`src/rtl/pcs_synchronization.sv`:
```
// -----------------------------------------------------------------------------
// pcs_synchronization
// 1000BASE-X PCS receive synchronization state machine. Each code-group on
// PUDI is qualified (validity, comma, running disparity). The machine then
// acquires, holds or loses code-group alignment.
//
// Ports
//   GTX_CLK        in   1   one code-group per rising edge
//   mr_main_reset  in   1   synchronous active-high reset
//   PUDI           in  10   code-group from the PMA, bit 9 = 'a' ... bit 0 = 'j'
//   signal_detect  in   1   PMA reports a signal present
//   sync_status    out  1   1 = alignment OK, 0 = FAIL
//   rx_even        out  1   current SUDI occupies an even position
//   SUDI           out 10   PUDI registered once, aligned with the flags
//   cg_invalid     out  1   current SUDI judged invalid
//   cg_comma       out  1   current SUDI contains a comma
//   rx_rd          out  1   running disparity after current SUDI (1 = RD+)
// -----------------------------------------------------------------------------
module pcs_synchronization #(
    parameter int GOOD_CGS_TARGET = 3,
    parameter bit CHECK_RD        = 1'b1
) (
    input  logic       GTX_CLK,
    input  logic       mr_main_reset,
    input  logic [9:0] PUDI,
    input  logic       signal_detect,
    output logic       sync_status,
    output logic       rx_even,
    output logic [9:0] SUDI,
    output logic       cg_invalid,
    output logic       cg_comma,
    output logic       rx_rd
);

    typedef enum logic [3:0] {
        LOSS_OF_SYNC,
        COMMA_DETECT_1, ACQUIRE_SYNC_1,
        COMMA_DETECT_2, ACQUIRE_SYNC_2,
        COMMA_DETECT_3,
        SYNC_ACQUIRED_1,
        SYNC_ACQUIRED_2, SYNC_ACQUIRED_2A,
        SYNC_ACQUIRED_3, SYNC_ACQUIRED_3A,
        SYNC_ACQUIRED_4, SYNC_ACQUIRED_4A
    } state_t;

    localparam logic [1:0] CGS_TARGET = 2'(GOOD_CGS_TARGET);

    state_t     state_reg, state_next;
    logic [1:0] good_cgs_reg, good_cgs_next;
    logic       rx_even_reg, rx_even_next;
    logic       rx_rd_reg, rx_rd_next;
    logic [9:0] sudi_reg;
    logic       cg_invalid_reg, cg_comma_reg;

    function automatic logic [3:0] count_ones(input logic [9:0] v);
        logic [3:0] c;
        c = 4'd0;
        for (int i = 0; i < 10; i++) begin
            c = c + {3'b000, v[i]};
        end
        return c;
    endfunction

    // ---------------------------------------------------------------------
    // Code-group qualification of the word being sampled this edge
    // ---------------------------------------------------------------------
    logic [3:0] ones_hi, ones_lo, ones_all;
    logic       is_comma, is_valid, is_data, rd_ok, cgbad, in_sync;

    assign ones_hi  = count_ones({4'b0000, PUDI[9:4]});
    assign ones_lo  = count_ones({6'b000000, PUDI[3:0]});
    assign ones_all = ones_hi + ones_lo;

    assign is_comma = (PUDI[9:3] == 7'b0011111) || (PUDI[9:3] == 7'b1100000);

    // Six ones is disparity +2 (legal only from RD-), four ones is -2 (legal
    // only from RD+).
    assign rd_ok = !CHECK_RD ||
                   ((ones_all == 4'd6) ? !rx_rd_reg :
                    (ones_all == 4'd4) ?  rx_rd_reg : 1'b1);

    assign is_valid = (ones_hi >= 4'd2) && (ones_hi <= 4'd4) &&
                      (ones_lo >= 4'd1) && (ones_lo <= 4'd3) &&
                      (ones_all >= 4'd4) && (ones_all <= 4'd6) && rd_ok;

    assign is_data = is_valid && (PUDI[9:4] != 6'b001111) && (PUDI[9:4] != 6'b110000);

    // A comma landing in an odd slot means alignment has slipped.
    assign cgbad = !is_valid || (is_comma && rx_even_reg);

    assign in_sync = (state_reg inside {SYNC_ACQUIRED_1,
                                        SYNC_ACQUIRED_2, SYNC_ACQUIRED_2A,
                                        SYNC_ACQUIRED_3, SYNC_ACQUIRED_3A,
                                        SYNC_ACQUIRED_4, SYNC_ACQUIRED_4A});

    // ---------------------------------------------------------------------
    // Next-state logic
    // ---------------------------------------------------------------------
    always_comb begin
        state_next    = state_reg;
        good_cgs_next = good_cgs_reg;
        case (state_reg)
            LOSS_OF_SYNC:   if (is_comma) state_next = COMMA_DETECT_1;
            COMMA_DETECT_1: state_next = is_data ? ACQUIRE_SYNC_1  : LOSS_OF_SYNC;
            COMMA_DETECT_2: state_next = is_data ? ACQUIRE_SYNC_2  : LOSS_OF_SYNC;
            COMMA_DETECT_3: state_next = is_data ? SYNC_ACQUIRED_1 : LOSS_OF_SYNC;
            ACQUIRE_SYNC_1: begin
                if (cgbad)                          state_next = LOSS_OF_SYNC;
                else if (is_comma && !rx_even_reg)  state_next = COMMA_DETECT_2;
            end
            ACQUIRE_SYNC_2: begin
                if (cgbad)                          state_next = LOSS_OF_SYNC;
                else if (is_comma && !rx_even_reg)  state_next = COMMA_DETECT_3;
            end
            SYNC_ACQUIRED_1: begin
                if (cgbad) begin
                    state_next    = SYNC_ACQUIRED_2;
                    good_cgs_next = 2'd0;
                end
            end
            SYNC_ACQUIRED_2, SYNC_ACQUIRED_3, SYNC_ACQUIRED_4: begin
                if (cgbad) begin
                    good_cgs_next = 2'd0;
                    state_next = (state_reg == SYNC_ACQUIRED_2) ? SYNC_ACQUIRED_3 :
                                 (state_reg == SYNC_ACQUIRED_3) ? SYNC_ACQUIRED_4 :
                                                                  LOSS_OF_SYNC;
                end else begin
                    good_cgs_next = 2'd1;
                    state_next = (state_reg == SYNC_ACQUIRED_2) ? SYNC_ACQUIRED_2A :
                                 (state_reg == SYNC_ACQUIRED_3) ? SYNC_ACQUIRED_3A :
                                                                  SYNC_ACQUIRED_4A;
                end
            end
            SYNC_ACQUIRED_2A, SYNC_ACQUIRED_3A, SYNC_ACQUIRED_4A: begin
                if (cgbad) begin
                    good_cgs_next = 2'd0;
                    state_next = (state_reg == SYNC_ACQUIRED_2A) ? SYNC_ACQUIRED_3 :
                                 (state_reg == SYNC_ACQUIRED_3A) ? SYNC_ACQUIRED_4 :
                                                                   LOSS_OF_SYNC;
                end else if (good_cgs_reg == CGS_TARGET) begin
                    good_cgs_next = 2'd0;
                    state_next = (state_reg == SYNC_ACQUIRED_2A) ? SYNC_ACQUIRED_1 :
                                 (state_reg == SYNC_ACQUIRED_3A) ? SYNC_ACQUIRED_2 :
                                                                   SYNC_ACQUIRED_3;
                end else begin
                    good_cgs_next = (good_cgs_reg == 2'd3) ? 2'd3 : good_cgs_reg + 2'd1;
                end
            end
            default: state_next = LOSS_OF_SYNC;
        endcase

        // Losing the signal overrides every other transition.
        if (!signal_detect) begin
            state_next    = LOSS_OF_SYNC;
            good_cgs_next = 2'd0;
        end
    end

    always_comb begin
        rx_even_next = ~rx_even_reg;
        if (state_next inside {COMMA_DETECT_1, COMMA_DETECT_2, COMMA_DETECT_3}) begin
            rx_even_next = 1'b1;
        end else if (in_sync && is_comma) begin
            rx_even_next = 1'b1;
        end
    end

    // Disparity flips on every unbalanced code-group, valid or not.
    assign rx_rd_next = (ones_all != 4'd5) ? ~rx_rd_reg : rx_rd_reg;

    // ---------------------------------------------------------------------
    // Registers
    // ---------------------------------------------------------------------
    always_ff @(posedge GTX_CLK) begin
        if (mr_main_reset) begin
            state_reg      <= LOSS_OF_SYNC;
            good_cgs_reg   <= 2'd0;
            rx_even_reg    <= 1'b0;
            rx_rd_reg      <= 1'b0;
            sudi_reg       <= 10'd0;
            cg_invalid_reg <= 1'b0;
            cg_comma_reg   <= 1'b0;
        end else begin
            state_reg      <= state_next;
            good_cgs_reg   <= good_cgs_next;
            rx_even_reg    <= rx_even_next;
            rx_rd_reg      <= rx_rd_next;
            sudi_reg       <= PUDI;
            cg_invalid_reg <= !is_valid;
            cg_comma_reg   <= is_comma;
        end
    end

    assign sync_status = in_sync;
    assign rx_even     = rx_even_reg;
    assign SUDI        = sudi_reg;
    assign cg_invalid  = cg_invalid_reg;
    assign cg_comma    = cg_comma_reg;
    assign rx_rd       = rx_rd_reg;

endmodule

```
`config.mk`:
```
export PLATFORM = sky130hd
export DESIGN_NAME = pcs_synchronization
export DESIGN_NICKNAME = d
export VERILOG_FILES = /design/src/rtl/pcs_synchronization.sv
export SDC_FILE = /design/constraint.sdc
export NUM_CORES = 1
export LEC_CHECK = 0
export ABC_AREA = 1
export BUFFER_PORTS_ARGS = -buffer_cell sky130_fd_sc_hd__buf_2
export CORE_MARGIN = 4
export CORE_UTILIZATION = 55
export CTS_CLUSTER_SIZE = 40
export DETAILED_ROUTE_END_ITERATION = 7
export GPL_TIMING_DRIVEN = 1
export PLACE_DENSITY_LB_ADDON = 0.08
export REMOVE_ABC_BUFFERS = 1
export SETUP_SLACK_MARGIN = 0.3
export SLEW_MARGIN = 10
export SYNTH_ARGS = -nofsm -noshare
export SYNTH_HDL_FRONTEND = slang
export SYNTH_SLANG_ARGS = --single-unit
```
`constraint.sdc`:
```
create_clock -name GTX_CLK -period 5.65 [get_ports GTX_CLK]
set_input_delay 1.13 -clock GTX_CLK [delete_from_list [all_inputs] [get_ports GTX_CLK]]
set_output_delay 1.13 -clock GTX_CLK [all_outputs]
set_load 0.03 [all_outputs]
```
### After elaboration in Yosys (flattened, before gate mapping)

Cells that the tools add are included.

| operators by class | value |
|---|---|
| bitwise logic cells | 3 |
| muxes and demuxes | 31 |
| equality and inequality tests | 24 |
| add/sub/neg operators | 10 |
| order comparisons | 6 |
| reductions and logical operators | 24 |

Operators with widths:

| operator | number |
|---|---|
| $mux W4 | 16 |
| $pmux W4 S9 | 1 |
| $eq A4 B3 Y1 const B | 7 |
| $eq A4 B4 Y1 const B | 5 |
| $eq A4 B2 Y1 const B | 3 |
| $mux W3 | 4 |
| $logic_and A1 B1 Y1 | 11 |
| $add A3 B1 Y4 | 2 |
| $add A4 B1 Y4 | 2 |
| $eq A4 B1 Y1 const B | 2 |
| $le A4 B3 Y1 const B | 2 |
| $mux W2 | 4 |
| $eq A7 B5 Y1 const B | 1 |
| $eq A7 B7 Y1 const B | 1 |
| $reduce_bool A7 Y1 | 1 |
| $add A2 B1 Y3 | 2 |
| $ne A6 B4 Y1 const B | 1 |
| $ne A6 B6 Y1 const B | 1 |
| $pmux W2 S3 | 1 |
| $reduce_bool A3 Y1 | 2 |
| $reduce_or A3 Y1 | 2 |
| $mux W1 | 5 |
| $add A1 B1 Y2 | 2 |
| $add A4 B4 Y4 | 1 |
| other kinds (14) | 19 |

| word-level totals | value |
|---|---|
| output and inout port bits | 15 |
| bits in registers | 20 |
| logic and storage cells | 105 |
| input port bits | 13 |

### Depth between registers and ports, before layout

Gate-level depths: netlist (run 1).

| depth | value |
|---|---|
| depth in word-level cells | 20 |
| gate-level depth with buffers | 23 |
| depth with buffers taken out | 23 |

### Least setup slack after synthesis (run 1)

OpenSTA, ideal clock, no wires.

| path | value |
|---|---|
| path kind | in2reg |
| from | input PUDI[4] |
| to | register rx_even_reg, in the netlist rx_even |
| path buffers | 0 |
| path slack | 1,121 ps |
| cell stages on the path | 21 |
| arrival | 4,400 ps |
| cell sequence | fa_1 inv_1 fa_1 inv_1 ha_1 fa_1 ha_1 a21oi_1 nand2_1 nand2_2 nor2_2 nand4_1 nand2_1 nor2_4 nand3_1 nand2_1 nand2_1 nor2_1 nor2_2 nand3_1 a21oi_2 |

| between the ends | value |
|---|---|
| longest elaborated chain between the ends | 20 |
| elaborated cells on any way between the ends | 51 |
| classes of those cells | add/sub: 6; order compare: 4; eq/ne: 9; mux: 17; reduce/logical: 15 |

RTL lines:

| item | RTL line | source |
|---|---|---|
| from (decl) | 25 | `input logic [9:0] PUDI,` |
| branches (longest 19 deep; another with $add A3 B1 Y4) | -- |  |
| $mux W1 (*) | 161 | `if (state_next inside {COMMA_DETECT_1, COMMA_DETECT_2, COMMA_DETECT_3}) begin` |
| to (signal assigned) | 186 | `rx_even_reg <= rx_even_next;` |
| to (decl) | 50 | `logic rx_even_reg, rx_even_next;` |

Every way passes the cells marked *.
A chain may end at the register's enable or synchronous reset.

### Worst setup path in the final report (run 1)

Ends and elaborated chain as after synthesis.

==> results of run 1 <==
[through the flow]
stage,hold slack (ns),instance area [sq um]
4_1_cts,0.4878,1665
3_3_place_gp,0.4645,1629
5_1_grt,0.5134,1665
2_1_floorplan,0.4417,1456
6_report,0.4790,1665
3_5_place_dp,0.4715,1629
[layer usage]
| metal | up-vias | track usage |
|---|---|---|
| met4 | 0 | 0.07911 |
| met2 | 45 | 0.3214 |
| met1 | 619 | 0.2660 |
| met5 | - | 0 |
| li1 | 771 | - |
| met3 | 5 | 0.03050 |
[report_power, final]
group          total (mW)  switching (mW)  internal, mW
sequential          0.156         0.00551         0.150
clock              0.0831          0.0438        0.0393
combinational       0.219           0.145        0.0743
total               0.458           0.194         0.264
[logic make-up (layout without fill, tap and decap cells)]
kind of cell / count (synthesis) / in the layout / synth area share
and+or+nand+nor: 125 / 125 / 0.3786
buffers and inverters: 46 / 75 / 0.1180
AOI/OAI and AO/OA: 24 / 24 / 0.09829
DFF: 20 / 20 / 0.2735
adders and majority gates: 13 / 13 / 0.1316
[cells in the mapped netlist, drive strengths merged]
master  instances
a211oi          1
a21boi          3
a21oi           7
a32oi           1
clkbuf          2
dfxtp          20
fa              4
ha              9
inv            44
nand2          60
nand3          15
nand3b          1
nand4           4
nor2           39
nor3            6
o211ai          2
o21ai           9
o22ai           1
[worst min-delay path by stage]
stage	cells past startpoint	slack, ns	end	startpoint
finish	2	0.48	good_cgs_reg[1]	good_cgs_reg[1]
CTS	2	0.49	good_cgs_reg[1]	good_cgs_reg[1]
global route	2	0.51	good_cgs_reg[1]	good_cgs_reg[1]
global placement	2	0.46	good_cgs_reg[1]	good_cgs_reg[1]
floorplan	2	0.44	good_cgs_reg[1]	good_cgs_reg[1]
detailed placement	2	0.47	good_cgs_reg[1]	good_cgs_reg[1]
[layout make-up]
type,count,area share
repair buffers,27,0.08114
inverters,44,0.09917
multi-input cells,162,0.5349
clock buffers,4,0.02179
well taps,30,0.02254
flip-flops and latches,20,0.2404
[worst register-to-register path: cells and delay by family, from the launching register on]
family                 cells  cell delay, ns
AOI/OAI and AO/OA          2            0.16
buffers and inverters      2            0.13
DFF                        1            0.41
and+or+nand+nor            9            1.03
==> impl_metrics.yaml, run 1 <==
outcome:
  status: "finished clean"
timing:
  fin_crit_ns: 4.606
  hold_viol: 0
  period_share: 0.8153
  clock.fmax_ghz: 0.2171
  slew_headroom: 0.7663
  fin_tns_setup_ns: 0
  setup_viol: 0
  skew_ns: 0.0004960
  rsz0062_at_grt: "no"
  drv_slew: 0
  worst-slew-pin-transition_ns: 0.3505
  worst_slack_ns: 1.044
critical_path:
  path_depth: 22
  crit_end: "rx_even"
  path_max_fanout: 6
  r2r-end: "rx_even"
  reg2reg_from: "state_reg[3]"
  worstPathArrival_ns: 4.80
  critPathMostFrequentCell: "nand2_1"
  crit_required_ns: 5.84
  critPathKind: "primary input to register"
  max_stage_delay_ns: 0.54
  reg2reg_depth: 13
  path_delay_family: "adder cells"
  slowest_stage: "fa_1"
  start_kind: "primary input"
  path_cells: "buf_2 > fa_1 > inv_1 > fa_1 > inv_1 > ha_1 > fa_1 > ha_1 > a21oi_1 > nand2_1 > nand2_2 > nor2_2 > nand4_1 > nand2_1 > nor2_4 > nand3_1 > nand2_1 > nand2_1 > nor2_1 > nor2_2 > nand3_1 > a21oi_2"
  cp_num_buf_inv: 3
  timing.reg2reg.setup_slack_ns: 3.82
  cp-end-kind: "register"
  crit_start: "PUDI[4]"
clock_network:
  cts_buffer_depth: 2
  ctsHoldBuffers: 0
  cts_resized: 0
  cts_inserted_buffers: 3
  cts_root_buf: "clkbuf_4"
  htreeDepth: 1
  clk_pin_slew_worst_paths_ns: 0.11
  clock-sinks: 20
  tritoncts: "yes"
  cts_setup_buffers: 0
  clock_latency_ns: 0.30
final_layout:
  seqCellArea_sq_um: 400.4
  syn2layout_area_growth_pct: 13.76
  fin_util: 0.6662
  final_cells: 287
  num-nets-final: 284
  final_common_cell: "nand2_1"
  insertedDiodeCount: 0
  filler_cell_count: 234
  largest_register_ffs: 10
  final_cell_mix: "55 x nand2_1, 41 x inv_1, 34 x nor2_1, 27 x buf_2, 20 x dfxtp_1"
  drive_above_1_share: 0.1790
  multi_input_area_sq_um: 890.9
synthesis:
  synth_area_sq_um: 1464
  synth_area_leaders: "dfxtp_1 27%, nand2_1 14%, inv_1 11%, nor2_1 8.7%, ha_1 7.7%"
  synth_top_area_frac: 0.2735
  syn_avg_cell_area_sq_um: 6.421
  ys_types: 26
  synth_warnings: 0
  ys_ff_latch: 20
  yosys.area.top_type: "dfxtp_1"
  synth_seq_area_share: 0.2735
  syn-instance-count: 228
drt:
  ant_nets: 0
  dr.pass1.iters: 4
  highest_layer: "met4"
  wl_met2_um: 1410
  wl_met1_um: 1392
  drtIter0Drc: 70
  wire_per_inst_um: 10.55
  vias: 1440
  wl_met3_um: 192
  wirelength_um: 3028
  vias_per_cell: 5.017
  drc: 0
floorplanning:
  rows: 18
  start_util: 0.5856
  ios: 28
  die_w_um: 59.59
  die_h_um: 59.59
  core_area_sq_um: 2500
  dieArea_sq_um: 3551
global_routing:
  grt_use_total: 0.1995
  grt_pass1_vias: 1303
  grt_max_degree: 19
  antenna_found_initial: 0
  grt_pass1_wl_um: 5520
  gr-total-overflow: 0
place:
  dp_worst_setup_slack_ns: 0.7542
  place_inst: 283
  hpwlAfterDp_um: 2511
  gp_congestion: 0.9631
  port_buffers: 27
power_and_ir_drop:
  power_density_nw_per_um2: 275.2
  leakage_nw: 0.9185
  max-vdd-ir-drop_uv: 189.8
  power_mw: 0.4583
hold_path:
  hold_path.class: "register to register"
flow_run:
  maxCapViolations: 0
(Power assumes the default switching activity.)
==> inputs of run 2 (changes only) <==
- CORE_UTILIZATION: 55 -> 49
- clock period: 5.65 -> 4.1 ns (I/O delays scaled with it)
==> run 2 against run 1 <==
  * Non-clock buffer count grew 9
  * Clock-buffer cell count shrank 1
  * Register-to-register slack lost 1.6 ns
  * Clock skew grew 0.011 ns
  * Highest routed layer unchanged
  * Final cell count grew 3.5%
  * Sequential share of layout area shrank 2.4 points
==> impl_metrics.yaml, run 2 (synthesized netlist as in run 1, its figures left out) <==
final_layout:
  insertedDiodeCount: 0
  final_cell_mix: "47 x nand2_1, 40 x inv_1, 32 x nor2_1, 26 x buf_2, 20 x dfxtp_1"
  drive_above_1_share: 0.2782
  filler_cell_count: 268
  multi_input_area_sq_um: 970.9
  num-nets-final: 293
  seqCellArea_sq_um: 400.4
  largest_register_ffs: 10
  final_cells: 297
  final_common_cell: "nand2_1"
  syn2layout_area_growth_pct: 26.50
critical_path:
  start_kind: "primary input"
  max_stage_delay_ns: 0.57
  slowest_stage: "fa_2"
  path_max_fanout: 6
  critPathMostFrequentCell: "nand2_2"
  critPathKind: "primary input to register"
  timing.reg2reg.setup_slack_ns: 2.19
  cp-end-kind: "register"
  crit_required_ns: 4.29
  worstPathArrival_ns: 4.25
  path_cells: "buf_8 > fa_1 > inv_1 > fa_1 > inv_1 > ha_2 > fa_2 > ha_4 > nand2_2 > nand2_2 > nand2_2 > nand2_2 > nor2_2 > nand3_1 > nand2_2 > nand2_2 > nor2_4 > nand3_2 > nand2_2 > nand2_2 > nor2_4 > nor2_2 > nand3_1 > a21oi_2"
hold_path:
  hold_path.class: "register to register"
timing:
  slew_headroom: 0.7351
  fin_tns_setup_ns: 0
  setup_viol: 0
  skew_ns: 0.01151
  clock.fmax_ghz: 0.2462
  hold_viol: 0
  fin_crit_ns: 4.061
  drv_slew: 0
  rsz0062_at_grt: "yes"
  worst-slew-pin-transition_ns: 0.3974
  period_share: 0.9906
floorplanning:
  die_h_um: 62.66
  die_w_um: 62.66
  start_util: 0.5219
  core_area_sq_um: 2805
  ios: 28
  dieArea_sq_um: 3926
  rows: 19
place:
  port_buffers: 27
  gp_congestion: 0.9029
  place_inst: 291
  hpwlAfterDp_um: 2614
power_and_ir_drop:
  leakage_nw: 0.9798
  max-vdd-ir-drop_uv: 237.4
  power_mw: 0.7710
  power_density_nw_per_um2: 416.4
clock_network:
  cts_buffer_depth: 2
  tritoncts: "yes"
  htreeDepth: 1
  clk_pin_slew_worst_paths_ns: 0.11
  clock_latency_ns: 0.31
  cts_inserted_buffers: 3
  clock-sinks: 20
  cts_root_buf: "clkbuf_4"
drt:
  dr.pass1.iters: 4
  vias_per_cell: 4.933
  drtIter0Drc: 68
  wirelength_um: 3440
  vias: 1465
  wire_per_inst_um: 11.58
  drc: 0
  ant_nets: 0
global_routing:
  gr-total-overflow: 0
  grt_use_total: 0.1809
  grt_pass1_vias: 1373
  antenna_found_initial: 0
  grt_pass1_wl_um: 5865
  grt_max_degree: 19
outcome:
  status: "finished clean"
flow_run:
  maxCapViolations: 0
## run 2: stage by stage
step	hold WS (ns)	setup WS, ns	util	instance area (sq um)
finish	0.4788	0.03852	0.6601	1852
global route	0.5142	-0.1711	0.6601	1852
CTS	0.4805	0.08454	0.6311	1770
detailed placement	0.4639	-0.3539	0.5999	1683
global placement	0.4680	-0.2947	0.5999	1683
floorplan	0.4417	-0.1113	-	1456
## run 2: final cells by class
cell class	count	share of cell area
clock buffers	3	0.01216
clock inverters	1	0.01622
inverters	44	0.08919
multi-input cells	162	0.5243
flip-flops and latches	20	0.2162
well taps	31	0.02095
repair buffers	36	0.1209
## run 2: final timing paths
kind,endpoint,from,cells after the start
setup / recovery,rx_even,PUDI[4],24
hold / removal,good_cgs_reg[1],good_cgs_reg[1],2
setup reg to reg,rx_even,state_reg[3],13
hold reg to reg,good_cgs_reg[1],good_cgs_reg[1],2
## run 2: power breakdown
group / total, mW / internal, mW / switching (mW)
clock network: 0.165 / 0.0989 / 0.0658
logic: 0.391 / 0.156 / 0.236
registers: 0.215 / 0.207 / 0.00773
## run 2: worst max-delay path: cells and delay by family
kind,cells,cell delay [ns]
AOI/OAI and AO/OA,1,0.05
adders and majority gates,5,1.95
buffers and inverters,3,0.19
and+or+nand+nor,15,1.23
## run 2: layer usage
metal	global-route usage	part of all wire	vias up	routed length (um)
met5	0	0	-	0
met4	0.06336	0.019	0	64
met3	0.02518	0.032	8	111
met2	0.2956	0.48	30	1652
met1	0.2426	0.47	643	1611
li1	-	-	784	-
## run 2: timing repair
action | in CTS | in global routing
hold buffers | 0 | 0
pin swaps | 4 | 1
endpoints found under the setup margin | 8 | 8
buffers inserted | 1 | 1
gates cloned | 0 | 0
gates resized for setup | 6 | 22
==> inputs of run 3 (changes only) <==
- ABC_AREA: 1 -> not set
==> run 3 against run 2 <==
  * The flow now finishes with violations (setup timing)
  * Die area is 5.7% lower
  * Setup slack worse by 0.18 ns
  * Largest cell class unchanged
  * Final cell count is 18% lower
  * Synthesized area is 6.5% lower
  * Register-to-register slack hardly changed
  * Clock power hardly changed
  * Critical endpoint unchanged
  * Power is 0.75% lower
  * Critical path type unchanged
  * Utilization is 9.5 points higher
  * Design area is 4.7% higher
==> impl_metrics.yaml, run 3 <==
power_and_ir_drop:
  combPwrFrac: 0.503
  power_mw: 0.7653
  power_density_nw_per_um2: 394.6
  p_clk_frac: 0.217
  p_seq_frac: 0.280
  max-vdd-ir-drop_uv: 367.6
  p_switching_mw: 0.2631
  power.internal_mw: 0.5022
  leakage_nw: 0.8857
  swShare: 0.3438
timing:
  rsz0062_at_grt: "yes"
  hold_slack_ns: 0.4868
  worst-slew-pin-transition_ns: 0.6283
  worst_slack_ns: -0.1449
  hold_viol: 0
  clock.fmax_ghz: 0.2356
  fin_crit_ns: 4.245
  skew_ns: 0.01255
  setup_viol: 6
  drv_slew: 0
  slew_headroom: 0.5805
  period_share: 1.035
final_layout:
  insertedDiodeCount: 0
  seqCellArea_sq_um: 400.4
  final_cell_mix: "26 x buf_2, 26 x buf_4, 20 x dfxtp_1, 20 x inv_1, 17 x nor2_1"
  fin_util: 0.7554
  syn2layout_area_growth_pct: 41.68
  drive_above_1_share: 0.4019
  multi_input_area_sq_um: 1011
  largest_register_ffs: 10
  filler_cell_count: 185
  num-nets-final: 241
drt:
  vias_per_cell: 5.447
  dr.pass1.iters: 4
  wire_per_inst_um: 14.94
  drc: 0
  ant_nets: 0
  vias: 1329
  wirelength_um: 3645
  drtIter0Drc: 61
critical_path:
  worstPathArrival_ns: 4.45
  cp_num_buf_inv: 4
  timing.reg2reg.setup_slack_ns: 2.18
  r2r-end: "rx_even"
  crit_end: "rx_even"
  crit_required_ns: 4.31
  cp-end-kind: "register"
  max_stage_delay_ns: 0.53
  path_max_fanout: 5
  start_kind: "primary input"
  path_delay_family: "adder cells"
  slowest_stage: "fa_1"
  reg2reg_depth: 7
  path_depth: 15
  critPathKind: "primary input to register"
  path_cells: "buf_8 > fa_1 > inv_1 > fa_1 > inv_1 > ha_2 > fa_2 > or3b_1 > a221oi_2 > nand4b_1 > buf_6 > o2111ai_2 > o211ai_1 > a221oi_2 > o41ai_2"
  crit_start: "PUDI[4]"
  reg2reg_from: "state_reg[1]"
clock_network:
  htreeDepth: 1
  cts_buffer_depth: 2
  cts_root_buf: "clkbuf_4"
  clk_pin_slew_worst_paths_ns: 0.11
  cts_inserted_buffers: 3
  tritoncts: "yes"
  clock-sinks: 20
  clock_latency_ns: 0.32
synthesis:
  synth_area_leaders: "dfxtp_1 29%, ha_1 8.2%, fa_1 5.9%, inv_1 5.5%, nor2_1 5.2%"
  yosys.area.top_type: "dfxtp_1"
  synth_commonest_cells: "20 x dfxtp_1, 20 x inv_1, 19 x nor2_1, 9 x a21oi_1, 9 x ha_1"
  synth-edff-count: 0
  syn_avg_cell_area_sq_um: 8.502
  synth_top_area_frac: 0.2925
  ys_types: 47
  synth_warnings: 0
  synth_seq_area_share: 0.2925
  ys_ff_latch: 20
  synth_ff_type: "dfxtp_1"
  synth_area_sq_um: 1369
  async_flop_share: 0
  syn-instance-count: 161
global_routing:
  grt_pass1_wl_um: 6009
  antenna_found_initial: 0
  grt_use_total: 0.2222
  gr-total-overflow: 0
  grt_max_degree: 18
  grt_pass1_vias: 1275
hold_path:
  hold_path.class: "register to register"
floorplanning:
  start_util: 0.5331
  ios: 28
  die_w_um: 60.86
  core_area_sq_um: 2567
  die_h_um: 60.86
  dieArea_sq_um: 3703
  rows: 18
place:
  gp_congestion: 0.8770
  hpwlAfterDp_um: 2558
  port_buffers: 27
outcome:
  violations: "setup timing"
  status: "complete, but fails checks"
flow_run:
  maxCapViolations: 0
run 3: through the flow:
step                cells  instance area [sq um]  setup slack, ns  setup TNS [ns]
global placement      227                   1630          -0.5144          -2.695
detailed placement    227                   1630          -0.7019          -3.767
finish                244                   1939          -0.1449         -0.4649
floorplan             155                   1345          -0.2829         -0.6971
global route          244                   1939          -0.2127          -1.088
CTS                   243                   1876          -0.1380         -0.4026
run 3: how the worst min path moves through the flow:
stage	cells after the start	from	slack (ns)	end
floorplan	2	good_cgs_reg[1]	0.45	good_cgs_reg[1]
global placement	2	good_cgs_reg[1]	0.47	good_cgs_reg[1]
detailed placement	2	good_cgs_reg[1]	0.48	good_cgs_reg[1]
CTS	2	good_cgs_reg[1]	0.49	good_cgs_reg[1]
global route	2	good_cgs_reg[1]	0.51	good_cgs_reg[1]
finish	2	good_cgs_reg[1]	0.49	good_cgs_reg[1]
run 3: per-layer routing:
metal	track usage	routed length, um
met3	0.04255	173
met5	0	0
met2	0.3725	1763
met4	0.05263	45
met1	0.2950	1663
run 3: cell type report:
class | instances | share of cell area
inverters | 20 | 0.03871
clock buffers | 3 | 0.01161
repair buffers | 55 | 0.1871
well taps | 30 | 0.01935
clock inverters | 1 | 0.01548
flip-flops and latches | 20 | 0.2065
multi-input cells | 115 | 0.5213
run 3: power groups by stage:
stage               registers (mW)  clock network [mW]  logic, mW
global placement             0.218                   0      0.246
detailed placement           0.218                   0      0.253
CTS                          0.214               0.167      0.340
floorplan                    0.244                   0      0.146
finish                       0.214               0.166      0.385
global route                 0.216               0.181      0.414
run 3: worst register-to-register path: stages, from the launching register on:
cell and delay [ns]:
dfxtp_1 0.60, inv_1 0.26, a21oi_1 0.33, nand2b_1 0.20, and2_1 0.16, o21ai_0 0.10, nand2b_1 0.11, o41ai_2 0.06
run 3: kinds of logic (layout without fill, tap and decap cells):
group,after synthesis,in the layout,synth area share
AO/OA/AOI/OAI,35,35,0.1910
XOR/XNOR,7,7,0.05484
buffers and inverters,26,79,0.07220
multiplexers,1,1,0.007313
adder cells (fa/ha/maj),14,14,0.1481
AND/OR/NAND/NOR,58,58,0.2340
flip-flops,20,20,0.2925
run 3: repair_timing:
| item | CTS | global route |
|---|---|---|
| pin swaps | 17 | 10 |
| endpoints found under the setup margin | 9 | 9 |
| cloned | 0 | 0 |
| buffers inserted | 12 | 1 |
| hold buffers | 0 | 0 |
| resized for setup | 21 | 11 |
